## src/rtl/bpb_resolve_queue_if.sv

```systemverilog
// bpb_resolve_queue_if: fetch push, resolve, PHT update and redirect signals of the branch resolve queue.
`ifndef BPB_T
`define BPB_T 8
`endif
interface bpb_resolve_queue_if #(
    parameter int INDEX_WIDTH = `BPB_T,
    parameter int DEPTH       = 4,
    parameter int ADDR_WIDTH  = 32,
    parameter int CNT_WIDTH   = 16
);
    localparam int CW = $clog2(DEPTH) + 1;
    logic                   push_i;
    logic [INDEX_WIDTH-1:0] push_index_i;
    logic                   push_taken_i;
    logic [ADDR_WIDTH-1:0]  push_alt_pc_i;
    logic                   full_o;
    logic [CW-1:0]          count_o;
    logic                   resolve_i;
    logic                   resolve_taken_i;
    logic                   update_en_o;
    logic [INDEX_WIDTH-1:0] update_index_o;
    logic                   last_taken_o;
    logic                   mispredict_o;
    logic [ADDR_WIDTH-1:0]  redirect_pc_o;
    logic [CNT_WIDTH-1:0]   branch_cnt_o;
    logic [CNT_WIDTH-1:0]   miss_cnt_o;
    logic                   err_o;
    modport master (
        output push_i, push_index_i, push_taken_i, push_alt_pc_i, resolve_i, resolve_taken_i,
        input  full_o, count_o, update_en_o, update_index_o, last_taken_o, mispredict_o,
               redirect_pc_o, branch_cnt_o, miss_cnt_o, err_o
    );
    modport slave (
        input  push_i, push_index_i, push_taken_i, push_alt_pc_i, resolve_i, resolve_taken_i,
        output full_o, count_o, update_en_o, update_index_o, last_taken_o, mispredict_o,
               redirect_pc_o, branch_cnt_o, miss_cnt_o, err_o
    );
endinterface

```

## src/rtl/bpb_resolve_queue.sv

```systemverilog
// bpb_resolve_queue: in-order queue of in-flight branch predictions; trains the PHT and flushes on mispredict.
`ifndef BPB_T
`define BPB_T 8
`endif
module bpb_resolve_queue #(
    parameter int INDEX_WIDTH = `BPB_T,
    parameter int DEPTH       = 4,
    parameter int ADDR_WIDTH  = 32,
    parameter int CNT_WIDTH   = 16
) (
    input logic clk_i,
    input logic rst_ni,
    input logic en_i,
    bpb_resolve_queue_if.slave q
);
    localparam int PW = $clog2(DEPTH);
    localparam int CW = PW + 1;
    logic [INDEX_WIDTH-1:0] idx_mem [DEPTH];
    logic                   tkn_mem [DEPTH];
    logic [ADDR_WIDTH-1:0]  pc_mem  [DEPTH];
    logic [PW-1:0]          head, tail;
    logic [CW-1:0]          count;
    logic                   full, empty, do_res, flush, do_push;
    assign full    = count == CW'(DEPTH);
    assign empty   = count == '0;
    assign do_res  = en_i & q.resolve_i & ~empty;
    assign flush   = do_res & (q.resolve_taken_i != tkn_mem[head]);
    // A push racing a flush is wrong-path, so it is silently dropped.
    assign do_push = en_i & q.push_i & ~full & ~flush;
    assign q.full_o  = full;
    assign q.count_o = count;
    always_ff @(posedge clk_i)
        if (do_push) begin
            idx_mem[tail] <= q.push_index_i;
            tkn_mem[tail] <= q.push_taken_i;
            pc_mem[tail]  <= q.push_alt_pc_i;
        end
    always_ff @(posedge clk_i or negedge rst_ni)
        if (!rst_ni) begin
            head             <= '0;
            tail             <= '0;
            count            <= '0;
            q.update_en_o    <= 1'b0;
            q.update_index_o <= '0;
            q.last_taken_o   <= 1'b0;
            q.mispredict_o   <= 1'b0;
            q.redirect_pc_o  <= '0;
            q.branch_cnt_o   <= '0;
            q.miss_cnt_o     <= '0;
            q.err_o          <= 1'b0;
        end else begin
            head  <= flush ? '0 : head + PW'(do_res);
            tail  <= flush ? '0 : tail + PW'(do_push);
            count <= flush ? '0 : count + CW'(do_push) - CW'(do_res);
            q.update_en_o  <= do_res;
            q.mispredict_o <= flush;
            q.err_o <= q.err_o | (en_i & q.push_i & full & ~flush) | (en_i & q.resolve_i & empty);
            if (do_res) begin
                q.update_index_o <= idx_mem[head];
                q.last_taken_o   <= q.resolve_taken_i;
                if (~&q.branch_cnt_o) q.branch_cnt_o <= q.branch_cnt_o + 1'b1;
            end
            if (flush) begin
                q.redirect_pc_o <= pc_mem[head];
                if (~&q.miss_cnt_o) q.miss_cnt_o <= q.miss_cnt_o + 1'b1;
            end
        end
endmodule
```

## src/flat_wrapper.sv

```systemverilog
// flat-port wrapper written by rule: the top's interface ports become plain ports
module bpb_resolve_queue_flat 
#(
    parameter int INDEX_WIDTH = `BPB_T,
    parameter int DEPTH       = 4,
    parameter int ADDR_WIDTH  = 32,
    parameter int CNT_WIDTH   = 16
)
  (clk_i, rst_ni, en_i, q_push_i, q_push_index_i, q_push_taken_i, q_push_alt_pc_i, q_resolve_i, q_resolve_taken_i, q_full_o, q_count_o, q_update_en_o, q_update_index_o, q_last_taken_o, q_mispredict_o, q_redirect_pc_o, q_branch_cnt_o, q_miss_cnt_o, q_err_o);
  bpb_resolve_queue_if #(.INDEX_WIDTH(INDEX_WIDTH), .DEPTH(DEPTH), .ADDR_WIDTH(ADDR_WIDTH), .CNT_WIDTH(CNT_WIDTH)) q_i ();
  input logic clk_i;
  input logic rst_ni;
  input logic en_i;
  input wire logic [$bits(q_i.push_i)-1:0] q_push_i;
  input wire logic [$bits(q_i.push_index_i)-1:0] q_push_index_i;
  input wire logic [$bits(q_i.push_taken_i)-1:0] q_push_taken_i;
  input wire logic [$bits(q_i.push_alt_pc_i)-1:0] q_push_alt_pc_i;
  input wire logic [$bits(q_i.resolve_i)-1:0] q_resolve_i;
  input wire logic [$bits(q_i.resolve_taken_i)-1:0] q_resolve_taken_i;
  output wire logic [$bits(q_i.full_o)-1:0] q_full_o;
  output wire logic [$bits(q_i.count_o)-1:0] q_count_o;
  output wire logic [$bits(q_i.update_en_o)-1:0] q_update_en_o;
  output wire logic [$bits(q_i.update_index_o)-1:0] q_update_index_o;
  output wire logic [$bits(q_i.last_taken_o)-1:0] q_last_taken_o;
  output wire logic [$bits(q_i.mispredict_o)-1:0] q_mispredict_o;
  output wire logic [$bits(q_i.redirect_pc_o)-1:0] q_redirect_pc_o;
  output wire logic [$bits(q_i.branch_cnt_o)-1:0] q_branch_cnt_o;
  output wire logic [$bits(q_i.miss_cnt_o)-1:0] q_miss_cnt_o;
  output wire logic [$bits(q_i.err_o)-1:0] q_err_o;
  assign q_i.push_i = q_push_i;
  assign q_i.push_index_i = q_push_index_i;
  assign q_i.push_taken_i = q_push_taken_i;
  assign q_i.push_alt_pc_i = q_push_alt_pc_i;
  assign q_i.resolve_i = q_resolve_i;
  assign q_i.resolve_taken_i = q_resolve_taken_i;
  assign q_full_o = q_i.full_o;
  assign q_count_o = q_i.count_o;
  assign q_update_en_o = q_i.update_en_o;
  assign q_update_index_o = q_i.update_index_o;
  assign q_last_taken_o = q_i.last_taken_o;
  assign q_mispredict_o = q_i.mispredict_o;
  assign q_redirect_pc_o = q_i.redirect_pc_o;
  assign q_branch_cnt_o = q_i.branch_cnt_o;
  assign q_miss_cnt_o = q_i.miss_cnt_o;
  assign q_err_o = q_i.err_o;
  bpb_resolve_queue #(.INDEX_WIDTH(INDEX_WIDTH), .DEPTH(DEPTH), .ADDR_WIDTH(ADDR_WIDTH), .CNT_WIDTH(CNT_WIDTH)) u_core (.clk_i(clk_i), .rst_ni(rst_ni), .en_i(en_i), .q(q_i));
endmodule
```

## config.mk

```make
export PLATFORM = sky130hd
export DESIGN_NAME = bpb_resolve_queue_flat
export DESIGN_NICKNAME = d
export VERILOG_FILES = /design/src/rtl/bpb_resolve_queue_if.sv /design/src/rtl/bpb_resolve_queue.sv /design/src/flat_wrapper.sv
export SDC_FILE = /design/constraint.sdc
export NUM_CORES = 1
export LEC_CHECK = 0
export BUFFER_PORTS_ARGS = -buffer_cell sky130_fd_sc_hd__buf_2
export CAP_MARGIN = 20
export CORE_UTILIZATION = 57
export CTS_CLUSTER_SIZE = 20
export DETAILED_ROUTE_END_ITERATION = 10
export GPL_TIMING_DRIVEN = 0
export HOLD_SLACK_MARGIN = 0.08
export PLACE_DENSITY = 0.81
export SLEW_MARGIN = 20
export SYNTH_ARGS = -nofsm -noshare
export SYNTH_HDL_FRONTEND = slang
export SYNTH_SLANG_ARGS = --single-unit
```

## constraint.sdc

```tcl
create_clock -name clk_i -period 6.55 [get_ports clk_i]
set_clock_uncertainty 0.15 [all_clocks]
set_input_delay 0.3275 -clock clk_i [delete_from_list [all_inputs] [get_ports clk_i]]
set_output_delay 0.3275 -clock clk_i [all_outputs]
set_load 0.02 [all_outputs]
```

==> Word level (Yosys, flattened, before mapping) <==
Memory sizes are Yosys's and may differ from the RTL's. A register that Yosys moved wholly into a read port is not among the register bits.
Cells that the tools add are included.
{ "op_classes": {"n_addsub": 6, "n_eq_ne": 2, "n_mux": 5, "n_bitwise": 16, "n_reduce_logical": 7} }
{ "ops": {"columns": ["cell", "n"], "rows": [
  ["adder 16 x 1 -> 16 bit, second input constant", 2],
  ["AND reduction 16 bit", 2],
  ["bitwise AND 1 bit", 9],
  ["inverter 1 bit", 5],
  ["adder 2 x 1 -> 2 bit", 2],
  ["two-way mux 2 bit", 2],
  ["AND reduction 2 bit", 2],
  ["adder 3 x 1 -> 3 bit", 1],
  ["equality test 3 bit, second input constant", 1],
  ["logical NOT 3 bit", 1],
  ["two-way mux 3 bit", 1],
  ["subtractor 3 x 1 -> 3 bit", 1],
  ["logical NOT 1 bit", 2],
  ["two-way mux 1 bit", 2],
  ["bitwise OR 1 bit", 2],
  ["inequality test 1 bit", 1]
]} }
{ "word_totals": {"reg_bits": 43, "ramBits": 164, "in_bits": 47, "out_inout_bits": 80, "word_cells": 48, "n_memories": 3} }
{ "mem_list": {"columns": ["name", "depth", "word_bits", "rd", "rd_clocked_by_memory_dff", "wr", "line_no", "text"], "rows": [
  ["u_core.pc_mem", 4, 32, 1, 1, 1, "bpb_resolve_queue.sv:20", "logic [ADDR_WIDTH-1:0] pc_mem [DEPTH];"],
  ["u_core.idx_mem", 4, 8, 1, 1, 1, "bpb_resolve_queue.sv:18", "logic [INDEX_WIDTH-1:0] idx_mem [DEPTH];"],
  ["u_core.tkn_mem", 4, 1, 1, 0, 1, "bpb_resolve_queue.sv:19", "logic tkn_mem [DEPTH];"]
]} }

==> Logic depth before layout (Yosys ltp) <==
Gate-level depths: netlist (run 1).
{ "logic_depth": {"ltp_word": 9, "depth_mapped": 14, "ltp_nobuf": 12} }

==> Least setup slack after synthesis (run 1) <==
No wires, ideal clock.
{ "synth_path": {"path_kind": "flip-flop to flip-flop", "startpoint": "register u_core.count[1] (netlist: u_core.q.count_o[1])", "endpoint": "memory u_core.idx_mem[1][0] in the netlist's numbering (enable)", "setup_ns": 0.499, "t_arrival_ns": 4.646, "required_ns": 5.901, "slack_ns": 1.255, "path_stages_with_launch": 9, "period_less_slack_ns": 5.295, "cell_sequence": "dfrtp_1 nor3_1 or2_1 buf_2 clkinv_1 nand3_2 buf_2 nand4b_1 nor3b_1"} }
{ "synth_via": {"elab_chain_len": 8, "word_cells_on_any_way": 11} }
{ "synth_rtl": {"columns": ["item", "line_no", "text"], "rows": [
  ["from (decl)", "bpb_resolve_queue.sv:22", "logic [CW-1:0] count;"],
  ["from (signal assigned)", "bpb_resolve_queue.sv:54", "count <= flush ? '0 : count + CW'(do_push) - CW'(do_res);"],
  ["logical NOT 3 bit", "bpb_resolve_queue.sv:25", "assign empty = count == '0;"],
  ["inverter 1 bit", "bpb_resolve_queue.sv:26", "assign do_res = en_i & q.resolve_i & ~empty;"],
  ["bitwise AND 1 bit", "bpb_resolve_queue.sv:26", null],
  ["bitwise AND 1 bit", "bpb_resolve_queue.sv:27", "assign flush = do_res & (q.resolve_taken_i != tkn_mem[head]);"],
  ["inverter 1 bit", "bpb_resolve_queue.sv:29", "assign do_push = en_i & q.push_i & ~full & ~flush;"],
  ["bitwise AND 1 bit *", "bpb_resolve_queue.sv:29", null],
  ["two-way mux 1 bit *", "bpb_resolve_queue.sv:33", "if (do_push) begin"],
  ["two-way mux 1 bit (implied by the code) *", "bpb_resolve_queue.sv:34", "idx_mem[tail] <= q.push_index_i;"],
  ["to (decl)", "bpb_resolve_queue.sv:18", null]
]} }
Every way passes the cells marked *; elsewhere a longest branch is shown, timed or not.

==> Worst setup path in the final report (run 1) <==
{ "layout_path": {"startpoint": "register u_core.count[1] (netlist: u_core.q.count_o[1])", "endpoint": "memory u_core.pc_mem[0][3] (enable)"} }
{ "layout_via": {"elab_chain_len": 8, "word_cells_on_any_way": 11} }
{ "layout_rtl": {"columns": ["item", "line_no", "text"], "rows": [
  ["logical NOT 3 bit", "bpb_resolve_queue.sv:25", null],
  ["inverter 1 bit", "bpb_resolve_queue.sv:26", null],
  ["bitwise AND 1 bit", "bpb_resolve_queue.sv:26", null],
  ["bitwise AND 1 bit", "bpb_resolve_queue.sv:27", null],
  ["inverter 1 bit", "bpb_resolve_queue.sv:29", null],
  ["bitwise AND 1 bit *", "bpb_resolve_queue.sv:29", null],
  ["two-way mux 1 bit *", "bpb_resolve_queue.sv:33", null],
  ["two-way mux 1 bit (implied by the code) *", "bpb_resolve_queue.sv:36", "pc_mem[tail] <= q.push_alt_pc_i;"],
  ["to (decl)", "bpb_resolve_queue.sv:20", null]
]} }
Marked as above.

==> results of run 1 <==
==> where the power goes <==
group          internal (mW)  switching [mW]  total [mW]
logic                  0.592           0.720        1.31
registers               1.96           0.166        2.12
clock network          0.802           0.562        1.36
==> cells in the mapped netlist, drive strengths merged, types with 5 or more instances <==
cell type / instances
clkbuf: 6
mux4: 40
edfxtp: 164
nor4: 5
nand4: 7
nor2: 14
nand3: 14
ha: 5
xnor2: 15
dfrtp: 83
xor2: 15
buf: 12
mux2: 37
nand2: 41
nor3: 11
inv: 6
==> per-stage QoR <==
step           power [mW]   util
2_1_floorplan        3.00      -
3_3_place_gp         3.37  0.646
3_5_place_dp         3.45  0.659
4_1_cts              4.84  0.737
5_1_grt              5.02  0.737
6_report             4.80  0.737
==> final timing paths <==
| kind | start | to | slack [ns] | cells after the start |
|---|---|---|---|---|
| hold reg to reg | u_core.q.update_index_o[7] | u_core.q.update_index_o[7] | 0.32 | 2 |
| setup reg to reg | u_core.q.count_o[1] | u_core.pc_mem[0][3] | 2.77 | 11 |
| max in group asynchronous | rst_ni | u_core.q.miss_cnt_o[2] | 5.46 | 3 |
| hold / removal | rst_ni | u_core.q.redirect_pc_o[22] | 0.15 | 2 |
| min in group clk_i | en_i | u_core.q.count_o[0] | 0.26 | 5 |
| setup / recovery | u_core.q.count_o[1] | u_core.pc_mem[0][3] | 2.77 | 11 |
==> per-layer routing <==
layer / GRT usage / up-vias
met5: 0 / -
met2: 0.402 / 188
li1: - / 2415
met1: 0.293 / 2670
met3: 0.0489 / 27
met4: 0.0568 / 0
==> area by class of cell <==
cell class / instances / area, sq um / share of cell area
Sequential cell: 247 / 7000 / 0.591
Multi-Input combinational cell: 243 / 2390 / 0.202
Timing Repair Buffer: 189 / 1270 / 0.107
Clock buffer: 31 / 668 / 0.0564
Tap cell: 216 / 270 / 0.0228
Clock inverter: 15 / 129 / 0.0109
Buffer: 18 / 83.8 / 0.00708
Inverter: 7 / 26.3 / 0.00222
==> logic make-up after synthesis <==
group           count (synthesis)  share of synthesized area
flops                         247                      0.739
buf+inv                        25                     0.0116
simple gates                  115                     0.0627
xor+xnor                       30                     0.0277
mux                            81                      0.143
compound gates                 11                    0.00752
fa+ha+maj                       6                    0.00871
==> sequential cells by signal, indices dropped and copies added, names as in the netlist <==
| register | flops |
|---|---|
| u_core.q.redirect_pc_o | 32 |
| u_core.q.update_en_o | 1 |
| u_core.q.update_index_o | 8 |
| u_core.q.miss_cnt_o | 16 |
| u_core.q.last_taken_o | 1 |
| u_core.q.branch_cnt_o | 16 |
| u_core.tkn_mem | 4 |
| u_core.q.err_o | 1 |
| u_core.head | 2 |
| u_core.q.count_o | 3 |
| u_core.idx_mem | 32 |
| u_core.tail | 2 |
| u_core.pc_mem | 128 |
| u_core.q.mispredict_o | 1 |
==> out/results.md, run 1 <==
| Item | This run |
|---|---|
| Result of the run | finished, final reports clean |
| Crit path max-delay family | simple AND/OR/NAND/NOR gates |
| Library cell occupying the most area in the post-synthesis netlist | edfxtp_1 |
| Syn Area/Cell | 18.4 sq um |
| Number of flops mapped to enable cells by yosys | 164 |
| Number of cell rows | 46 |
| Combined buffer and inverter count along the critical path | 6 |
| Metal-1 WL | 7.53 mm |
| Clk slew on worst S/H paths | 0.06 ns |
| Global-route wire length before repair | 29.2 mm |
| Worst Setup Path Type | reg -> reg |
| Clock tree from TritonCTS | done |
| Setup repair after global routing missed its margin | no |
| Critical Path Slowest Stage Cell | nor3_2 |
| Final worst path period need | 3.78 ns |
| Number of buffers inserted by hold repair at cts | 46 |
| Quantity of I/O buffers inserted on ports | 126 |
| Total standard cell area after synthesis | 0.00948 sq mm |
| Via/cell ratio | 5.49 |
| Overall die height | 131 um |
| Accumulated negative setup slack | 0 ns |
| Width of the die | 131 um |
| Iteration-0 DRC count of the detailed router | 286 |
| Total power divided by cell area | 405 mW/mm^2 |
| Cell count after placement | 874 |
| Drt pass-1 iters | 4 |
| Nature of the critical path startpoint | flop |
| Clk sinks | 247 |
| Routed length on met3 | 1.16 mm |
| Synth area leaders | edfxtp_1 52%, dfrtp_1 22%, mux4_2 9.5% |
| Number of buffers created by CTS | 25 |
| Type of destination of the critical path | flop |
| Dpl ws | 2.74 ns |
| Sequential area share after synthesis | 0.739 |
| Total GRT Usage | 0.229 |
| Routed length per placed instance | 19.1 um |
| Tightest slew margin relative to the limit | 0.471 |
| Final worst-path setup slack | 2.77 ns |
| Primary flip-flop cell chosen by synthesis mapping | edfxtp_1 |
| Required time of the critical path | 6.62 ns |
| Peak ir drop on the vdd network | 0.272 mV |
| Max-cap violations | 0 |
| Total via count in the routed design | 5300 |
| Number of nets with antenna violations after routing | 0 |
| Fin area | 0.0118 sq mm |
| Fraction of final layout cells sized beyond drive strength 1 | 0.371 |
| Slew at the pin closest to its max-slew limit | 0.789 ns |
| Post-layout nets | 784 |
| Insertion delay of the later-clocked pin in the worst-skew pair | 0.52 ns |
| Count of boundary I/O pins | 127 |
| Flip-flop and latch count after synthesis | 247 |
| Post-synth ARST share | 0.336 |
| Post-Syn Instances | 515 |
| Floorplan core area | 0.0161 sq mm |
| Hold WC Path Type | in -> async |
| Worst-path fanout max | 10 |
| Layout Cells excl Fill | 966 |
| Total overflow reported by the global router | 0 |
| HPWL after DPL | 12.0 mm |
| Hold_ws | 0.155 ns |
| Synthesized Nets | 568 |
| Pin count of the biggest net entering global routing | 60 |
| Max Transition Viols Final | 0 |
| Number of gates resized after CTS | 0 |
| Yosys Warn Count | 0 |
| Routed wire length on met2 | 9.40 mm |
| Number of global-route vias before repair | 5611 |
| Starting utilization of the core area | 0.590 |
| List of cells traversed by the critical path | nor3_1 > or2_1 > buf_2 > clkinv_1 > nand3_2 > buf_2 > nand4b_1 > nor3_2 > buf_6 > buf_4 > buf_4 |
| CTS root buffer | clkbuf_16 |
| Netlist cell types | 43 |
| CP Data Arrival Time | 3.85 ns |
| WL final | 18.4 mm |
| Maximum single-stage delay on the critical path | 0.72 ns |
| Post-synthesis to final-layout area growth | 24.9% |
| Area share of the largest cell type after synthesis | 0.519 |
| # H-tree levels | 1 |
| Highest metal layer used by the detailed router | met4 |
| Number of endpoints with negative hold slack in the final report | 0 |
| Global placer's final weighted congestion | 0.817 |
| Setup bufs post-CTS | 0 |
| Number of antenna violations at the first check in global routing | 0 |
| Highest-count cells in the layout ignoring fill and taps | 164 x edfxtp_1, 135 x buf_2, 83 x dfrtp_1 |
| Fraction of the cycle the final worst path needs | 0.576 |
| Setup-failing EPs final | 0 |
| Maximum number of buffers from clock root to sink | 3 |
| Leak pwr | 4.66 nW |
| Fill cell count | 1003 |
| Total Die Area | 0.0172 sq mm |
| Leading cell type in the layout, fill and taps excluded | edfxtp_1 |
| Area after DPL | 0.0106 sq mm |
| Maximum clock frequency | 265 MHz |
| Ant. Diodes | 0 |
| Count of unresolved DRC violations after routing | 0 |
No activity file was read; power rests on OpenSTA's default activity.
==> run 2, diff against run 1 <==
Settings changed: CORE_UTILIZATION 57 to 52, PLACE_DENSITY 0.81 to 0.78.
Clock period 6.55 ns to 3.03 ns, I/O delays scaled along.
==> out/results.md, run 2 (same netlist as run 1, synthesis figures left out) <==
| Item | This run | Delta |
|---|---|---|
| Nature of the critical path startpoint | flop |  |
| Count of boundary I/O pins | 127 | unchanged |
| Fraction of final layout cells sized beyond drive strength 1 | 0.380 | +0.00928 |
| Number of nets with antenna violations after routing | 0 | unchanged |
| Post-layout nets | 791 | +0.89% |
| Total overflow reported by the global router | 0 | unchanged |
| Starting utilization of the core area | 0.530 | -0.0608 |
| CTS root buffer | clkbuf_16 |  |
| Top flop regs | u_core.pc_mem (128), u_core.idx_mem (32), u_core.q.redirect_pc_o (32) |  |
| Number of endpoints with negative hold slack in the final report | 0 | unchanged |
| Peak ir drop on the vdd network | 0.573 mV | +110% |
| Floorplan core area | 0.0179 sq mm | +11% |
| Drt pass-1 iters | 6 | +2 |
| Leading cell type in the layout, fill and taps excluded | edfxtp_1 |  |
| Maximum clock frequency | 353 MHz | +33% |
| Flip-flop count of the largest register, all copies and words added | 128 | unchanged |
| Number of antenna violations at the first check in global routing | 1 | +1 |
| Width of the die | 137 um | +4.6% |
| Combined buffer and inverter count along the critical path | 5 | -1 |
| Number of cell rows | 49 | +6.5% |
| Routed length per placed instance | 19.1 um | about the same |
| Register with the highest flop count | u_core.pc_mem |  |
| Total Die Area | 0.0188 sq mm | +9.5% |
| Total via count in the routed design | 5410 | +2.1% |
| HPWL after DPL | 11.9 mm | -0.33% |
| Hold_ws | 0.220 ns | +0.0657 ns |
| Hold WC Path Type | in -> reg |  |
| Critical Path Slowest Stage Cell | dfrtp_1 |  |
| Total GRT Usage | 0.208 | -0.0214 |
| Max Transition Viols Final | 0 | unchanged |
| Maximum number of buffers from clock root to sink | 3 | unchanged |
| Fraction of the cycle the final worst path needs | 0.935 | +0.358 |
| Max-cap violations | 0 | unchanged |
| Slew at the pin closest to its max-slew limit | 0.702 ns | -0.0862 ns |
| Worst Setup Path Type | reg -> reg |  |
| WL final | 18.9 mm | +2.3% |
| Worst-path fanout max | 10 | unchanged |
| Number of global-route vias before repair | 5580 | -0.55% |
| CP Data Arrival Time | 3.08 ns | -0.77 ns |
| Setup-failing EPs final | 0 | unchanged |
| Insertion delay of the later-clocked pin in the worst-skew pair | 0.53 ns | about the same |
| Iteration-0 DRC count of the detailed router | 257 | -10% |
| Via/cell ratio | 5.48 | -0.20% |
| Quantity of I/O buffers inserted on ports | 126 | unchanged |
| Overall die height | 137 um | +4.6% |
| Highest-count cells in the layout ignoring fill and taps | 164 x edfxtp_1, 133 x buf_2, 80 x dfrtp_1 |  |
| Count of unresolved DRC violations after routing | 0 | unchanged |
| Type of destination of the critical path | flop |  |
| Leak pwr | 4.74 nW | +1.8% |
| Clock tree from TritonCTS | done |  |
| Crit path max-delay family | buffers and inverters |  |
| Number of buffers created by CTS | 26 | +4.0% |
| Final worst path period need | 2.83 ns | -0.943 ns |
| Clk sinks | 247 | unchanged |
| Clk slew on worst S/H paths | 0.06 ns | about the same |
| Post-synthesis to final-layout area growth | 27.9% |  |
| Global-route wire length before repair | 29.2 mm | about the same |
| Global placer's final weighted congestion | 0.844 | +3.2% |
| List of cells traversed by the critical path | buf_4 > mux2i_2 > mux2i_2 > nand3_4 > buf_6 > nand4b_1 > buf_4 > inv_1 > ha_1 > inv_1 > fa_1 > xor2_1 > xnor2_1 > nor2_1 |  |
| Pin count of the biggest net entering global routing | 48 | -20% |
| Result of the run | finished, final reports clean |  |
| Tightest slew margin relative to the limit | 0.532 | +0.0603 |
| Accumulated negative setup slack | 0 ns | unchanged |
| Total power divided by cell area | 865 mW/mm^2 | +110% |
| Maximum single-stage delay on the critical path | 0.35 ns | -0.37 ns |
| Required time of the critical path | 3.28 ns | -3.34 ns |
| # H-tree levels | 1 | unchanged |
==> run 2: changes by cell type in the layout (fill, tap and decap cells not counted), moves of 4 or more <==
cell      delta
mux2i_2      +4
clkbuf_1     +4
buf_4        -4
buf_8        +7
buf_16       +5
mux2i_1      -4
==> run 2: area by class of cell <==
class / count / area (sq um)
Antenna cell: 1 / 2.50
Multi-Input combinational cell: 243 / 2440
Fill cell: 1184 / 5770
Clock inverter: 12 / 95.1
Timing Repair Buffer: 196 / 1480
Sequential cell: 247 / 7010
Clock buffer: 36 / 698
Tap cell: 229 / 287
Inverter: 7 / 31.3
Buffer: 17 / 92.6
==> run 2: what timing repair did <==
| action | in CTS | in global routing |
|---|---|---|
| pin swaps | 3 | 0 |
| buffers inserted | 6 | 1 |
| gates resized for setup | 0 | 4 |
| endpoints found under the setup margin | 126 | 37 |
| hold buffers | 50 | 0 |
| cloned | 0 | 0 |
| endpoints found under the hold margin | 251 | 0 |
==> run 2: report_power, final <==
group	switching [mW]	internal [mW]	total, mW
sequential	0.376	4.23	4.61
clock	1.24	1.70	2.94
combinational	1.58	1.37	2.94
==> run 2: worst reg2reg max path, cell delays in order (launching register included) <==
cell	delay, ns
dfrtp_1	0.35
buf_4	0.18
mux2i_2	0.29
mux2i_2	0.32
nand3_4	0.12
buf_6	0.16
nand4b_1	0.10
buf_4	0.16
inv_1	0.07
ha_1	0.19
inv_1	0.06
fa_1	0.18
xor2_1	0.18
xnor2_1	0.13
nor2_1	0.05
==> run 2: per-layer routing <==
metal / track usage / up-vias / wire [um]
met4: 0.0531 / 0 / 296
met2: 0.361 / 148 / 9630
met1: 0.266 / 2794 / 7930
li1: - / 2441 / -
met3: 0.0437 / 27 / 1010
met5: 0 / - / 0
==> run 2: per-stage QoR <==
step           utilization  std cells  total power, mW  area [sq um]  worst slack, ns
6_report             0.677        988             10.5         12100            0.198
4_1_cts              0.676        987             10.6         12100           0.0733
5_1_grt              0.677        988             11.0         12100         -0.00961
3_3_place_gp         0.585        870             7.33         10500            -1.37
2_1_floorplan            -        515             6.53          9550           -0.195
3_5_place_dp         0.600        883             7.54         10700           -0.288
==> run 2: path summary, 6_finish.rpt <==
kind                                       startpoint                         end  slack (ns)  depth (start not counted)
min in group asynchronous                      rst_ni  u_core.q.redirect_pc_o[26]        0.57                          4
min reg2reg                u_core.q.update_index_o[2]  u_core.q.update_index_o[2]        0.32                          2
max reg2reg                            u_core.head[0]         u_core.q.count_o[2]        0.20                         14
max in group asynchronous                      rst_ni         u_core.q.count_o[2]        1.91                          4
max                                    u_core.head[0]         u_core.q.count_o[2]        0.20                         14
min                               q_push_alt_pc_i[26]        u_core.pc_mem[0][26]        0.22                          2
==> run 3, diff against run 2 <==
Settings changed: ABC_AREA set to 1.
==> out/results.md, run 3 <==
| Item | This run | Delta |
|---|---|---|
| Max Transition Viols Final | 0 | unchanged |
| Max-cap violations | 0 | unchanged |
| CTS root buffer | clkbuf_16 |  |
| Number of flops mapped to enable cells by yosys | 164 | unchanged |
| Yosys Warn Count | 0 | unchanged |
| Post-layout nets | 1176 | +49% |
| Setup repair after global routing missed its margin | no |  |
| Post-synth ARST share | 0.336 | unchanged |
| Global-route wire length before repair | 37.5 mm | +28% |
| Hold WC Path Type | in -> reg |  |
| Number of buffers created by CTS | 25 | -3.8% |
| Number of nets with antenna violations after routing | 0 | unchanged |
| XOR/XNOR share of the synthesized area | 0.0208 | -0.00696 |
| Number of global-route vias before repair | 7365 | +32% |
| Accumulated negative setup slack | 0 ns | unchanged |
| Top flop regs | u_core.pc_mem (128), u_core.idx_mem (32), u_core.q.redirect_pc_o (32) |  |
| Highest-count cells in the layout ignoring fill and taps | 235 x nand2_1, 164 x edfxtp_1, 133 x nor2_1 |  |
| Netlist cell types | 31 | -28% |
| Setup-failing EPs final | 0 | unchanged |
| Final worst path period need | 2.86 ns | +0.0316 ns |
| Total power divided by cell area | 856 mW/mm^2 | -1.0% |
| Starting utilization of the core area | 0.536 | +0.00653 |
| Slew at the pin closest to its max-slew limit | 0.754 ns | +0.0512 ns |
| HPWL after DPL | 14.8 mm | +24% |
| Beginning of the worst register-to-register path | u_core.head[0] |  |
| Required time of the critical path | 3.11 ns | -0.17 ns |
| Fraction of final layout cells sized beyond drive strength 1 | 0.184 | -0.196 |
| Register with the highest flop count | u_core.pc_mem |  |
| Worst reg2reg endpoint | u_core.pc_mem[1][28] |  |
| Cell types with the highest counts after synthesis | 235 x nand2_1, 164 x edfxtp_1, 137 x nor2_1 |  |
| Flip-flop and latch count after synthesis | 247 | unchanged |
| Slack of the worst reg-to-reg path | 0.17 ns | -0.03 ns |
| Flip-flop count of the largest register, all copies and words added | 128 | unchanged |
| Cell count after placement | 1307 | +48% |
| Synth area leaders | edfxtp_1 49%, dfrtp_1 21%, nand2_1 8.7% |  |
| Insertion delay of the later-clocked pin in the worst-skew pair | 0.53 ns | about the same |
| Total Die Area | 0.0200 sq mm | +6.7% |
| Area share of the largest cell type after synthesis | 0.486 | -0.0332 |
| Drt pass-1 iters | 5 | -1 |
| WL final | 23.4 mm | +24% |
| Total via count in the routed design | 7374 | +36% |
| Worst-path fanout max | 22 | +12 |
| Endpoint of the worst hold path | u_core.q.count_o[0] |  |
| Synthesized-area fraction occupied by ao, oa, aoi and oai cells | 0.0693 | +0.0618 |
| Switching power as a share of total power | 0.355 | +0.0506 |
| Primary flip-flop cell chosen by synthesis mapping | edfxtp_1 |  |
| Total standard cell area after synthesis | 0.0101 sq mm | +6.8% |
| Pin count of the biggest net entering global routing | 44 | -8.3% |
| Maximum clock frequency | 349 MHz | -1.1% |
| Result of the run | finished, final reports clean |  |
| Overall die height | 142 um | +3.3% |
| Synthesized Nets | 968 | +70% |
| Width of the die | 142 um | +3.3% |
| Post-synthesis to final-layout area growth | 24.1% |  |
| Ant. Diodes | 0 | -1 |
| Basic-gate share of the synthesized area counting and, or, nand and nor cells | 0.175 | +0.113 |
| Combinational share of power | 0.305 | +0.024 |
| Nature of the critical path startpoint | flop |  |
| Count of boundary I/O pins | 127 | unchanged |
| Global placer's final weighted congestion | 0.862 | +2.2% |
| Number of cell rows | 50 | +2.0% |
| Clock tree from TritonCTS | done |  |
| Post-Syn Instances | 915 | +78% |
| Tightest slew margin relative to the limit | 0.496 | -0.0353 |
| Largest family of logic cells by synthesized area | simple AND/OR/NAND/NOR gates |  |
| Number of antenna violations at the first check in global routing | 0 | -1 |
| Synth Area in Adders | 0.00815 | -0.000557 |
| Hold_sp | q_resolve_i |  |
| Number of cells traversed by the worst register-to-register path | 10 | -4 |
| Floorplan core area | 0.0189 sq mm | +5.5% |
| Leading cell type in the layout, fill and taps excluded | nand2_1 |  |
| Count of unresolved DRC violations after routing | 0 | unchanged |
| Routed length per placed instance | 16.7 um | -13% |
| Flop pwr share | 0.418 | -0.021 |
| Clk sinks | 247 | unchanged |
| Syn Area/Cell | 11.1 sq um | -40% |
| Peak ir drop on the vdd network | 0.550 mV | -4.1% |
| Leak pwr | 5.37 nW | +13% |
| Library cell occupying the most area in the post-synthesis netlist | edfxtp_1 |  |
| Total GRT Usage | 0.241 | +0.0337 |
| Worst Setup Path Type | reg -> reg |  |
| Iteration-0 DRC count of the detailed router | 505 | +96% |
| Clk slew on worst S/H paths | 0.06 ns | about the same |
| CP Data Arrival Time | 2.94 ns | -0.14 ns |
| Internal Dissipation | 6.94 mW | -4.9% |
| Type of destination of the critical path | flop |  |
| Sequential area share after synthesis | 0.691 | -0.0473 |
| Total overflow reported by the global router | 0 | unchanged |
| Layout Cells excl Fill | 1402 | +42% |
| Fill cell count | 1445 | +22% |
| Hold Path Stages | 7 | +5 |
| Sw power | 3.82 mW | +20% |
| Multiplexer fraction of the synthesized cell area | 0 | -0.143 |
| Quantity of I/O buffers inserted on ports | 126 | unchanged |
| # H-tree levels | 1 | unchanged |
| Clock share of power | 0.277 | -0.003 |
| Via/cell ratio | 5.26 | -3.9% |
| Number of endpoints with negative hold slack in the final report | 0 | unchanged |
| Maximum number of buffers from clock root to sink | 3 | unchanged |
| Fraction of the cycle the final worst path needs | 0.945 | +0.0104 |
| Most common cell in the netlist | nand2_1 |  |
run 3: changes by cell type after synthesis, sizes merged, moves of 6 or more:
cell,change
nand2,+198
nor2,+124
o21ai,+83
mux4,-40
mux2,-37
inv,+36
o22ai,+32
clkbuf,+19
nand3,+16
nor3,-9
a31oi,+6
nand4,+6
run 3: power by group through the flow:
stage / registers [mW] / clock network, mW / logic (mW)
2_1_floorplan: 4.93 / 0 / 1.66
3_3_place_gp: 4.56 / 0 / 3.03
3_5_place_dp: 4.55 / 0 / 3.20
4_1_cts: 4.50 / 3.03 / 3.28
5_1_grt: 4.56 / 3.16 / 3.62
6_report: 4.50 / 2.98 / 3.28
run 3: logic make-up after synthesis:
kind of cell | after synthesis
compound gates | 128
fa+ha+maj | 6
xor+xnor | 24
simple gates | 428
flops | 247
buf+inv | 82
run 3: metrics by stage:
step / utilization / hold slack (ns) / setup slack [ns] / instance area (sq um) / power, mW
2_1_floorplan: - / -0.294 / -0.544 / 10100 / 6.58
3_3_place_gp: 0.587 / 0.215 / -2.10 / 11100 / 7.58
3_5_place_dp: 0.596 / 0.0242 / 0.0499 / 11300 / 7.75
4_1_cts: 0.664 / 0.117 / 0.0256 / 12600 / 10.8
5_1_grt: 0.665 / 0.182 / 0.000298 / 12600 / 11.3
6_report: 0.665 / 0.121 / 0.166 / 12600 / 10.8
run 3: worst max-delay path by stage:
stage                   start              endpoint  slack (ns)  cells after the start
5_1_grt        u_core.head[0]  u_core.pc_mem[1][23]      0.0003                     10
4_1_cts        u_core.head[0]  u_core.idx_mem[2][5]        0.03                     10
6_report       u_core.head[0]  u_core.pc_mem[1][28]        0.17                     10
3_5_place_dp   u_core.head[0]   u_core.pc_mem[3][5]        0.05                     10
3_3_place_gp   u_core.head[0]   u_core.pc_mem[0][0]       -2.10                      9
2_1_floorplan  u_core.head[0]  u_core.idx_mem[0][0]       -0.54                      9
run 3: metal layers:
metal | global-route usage | part of all wire
met1 | 0.310 | 0.42
met2 | 0.430 | 0.50
met3 | 0.0327 | 0.055
met4 | 0.0673 | 0.021
met5 | 0 | 0
run 3: repair_timing:
action / 4_1_cts / 5_1_grt
hold buffers: 49 / 0
setup endpoints to repair: 0 / 66
setup buffers: 0 / 0
endpoints found under the hold margin: 265 / 0
gates resized for setup: 0 / 2
run 3: final cells by class:
type / instances / area (sq um) / area share
plain buffers: 40 / 199 / 0.0158
clock buffers: 27 / 633 / 0.0504
clock inverters: 19 / 160 / 0.0127
inverters: 42 / 160 / 0.0127
multi-input cells: 586 / 2810 / 0.224
flip-flops and latches: 247 / 7000 / 0.557
well taps: 260 / 325 / 0.0259
repair buffers: 181 / 1280 / 0.102
run 3: worst max-delay path, stage by stage (launching register included):
cell	delay (ns)
dfrtp_1	0.40
buf_4	0.18
nand2_1	0.10
nand3_2	0.11
nand2_1	0.15
nand2_2	0.11
nand3_4	0.14
buf_8	0.17
nand3_4	0.15
nor2_4	0.60
buf_12	0.27
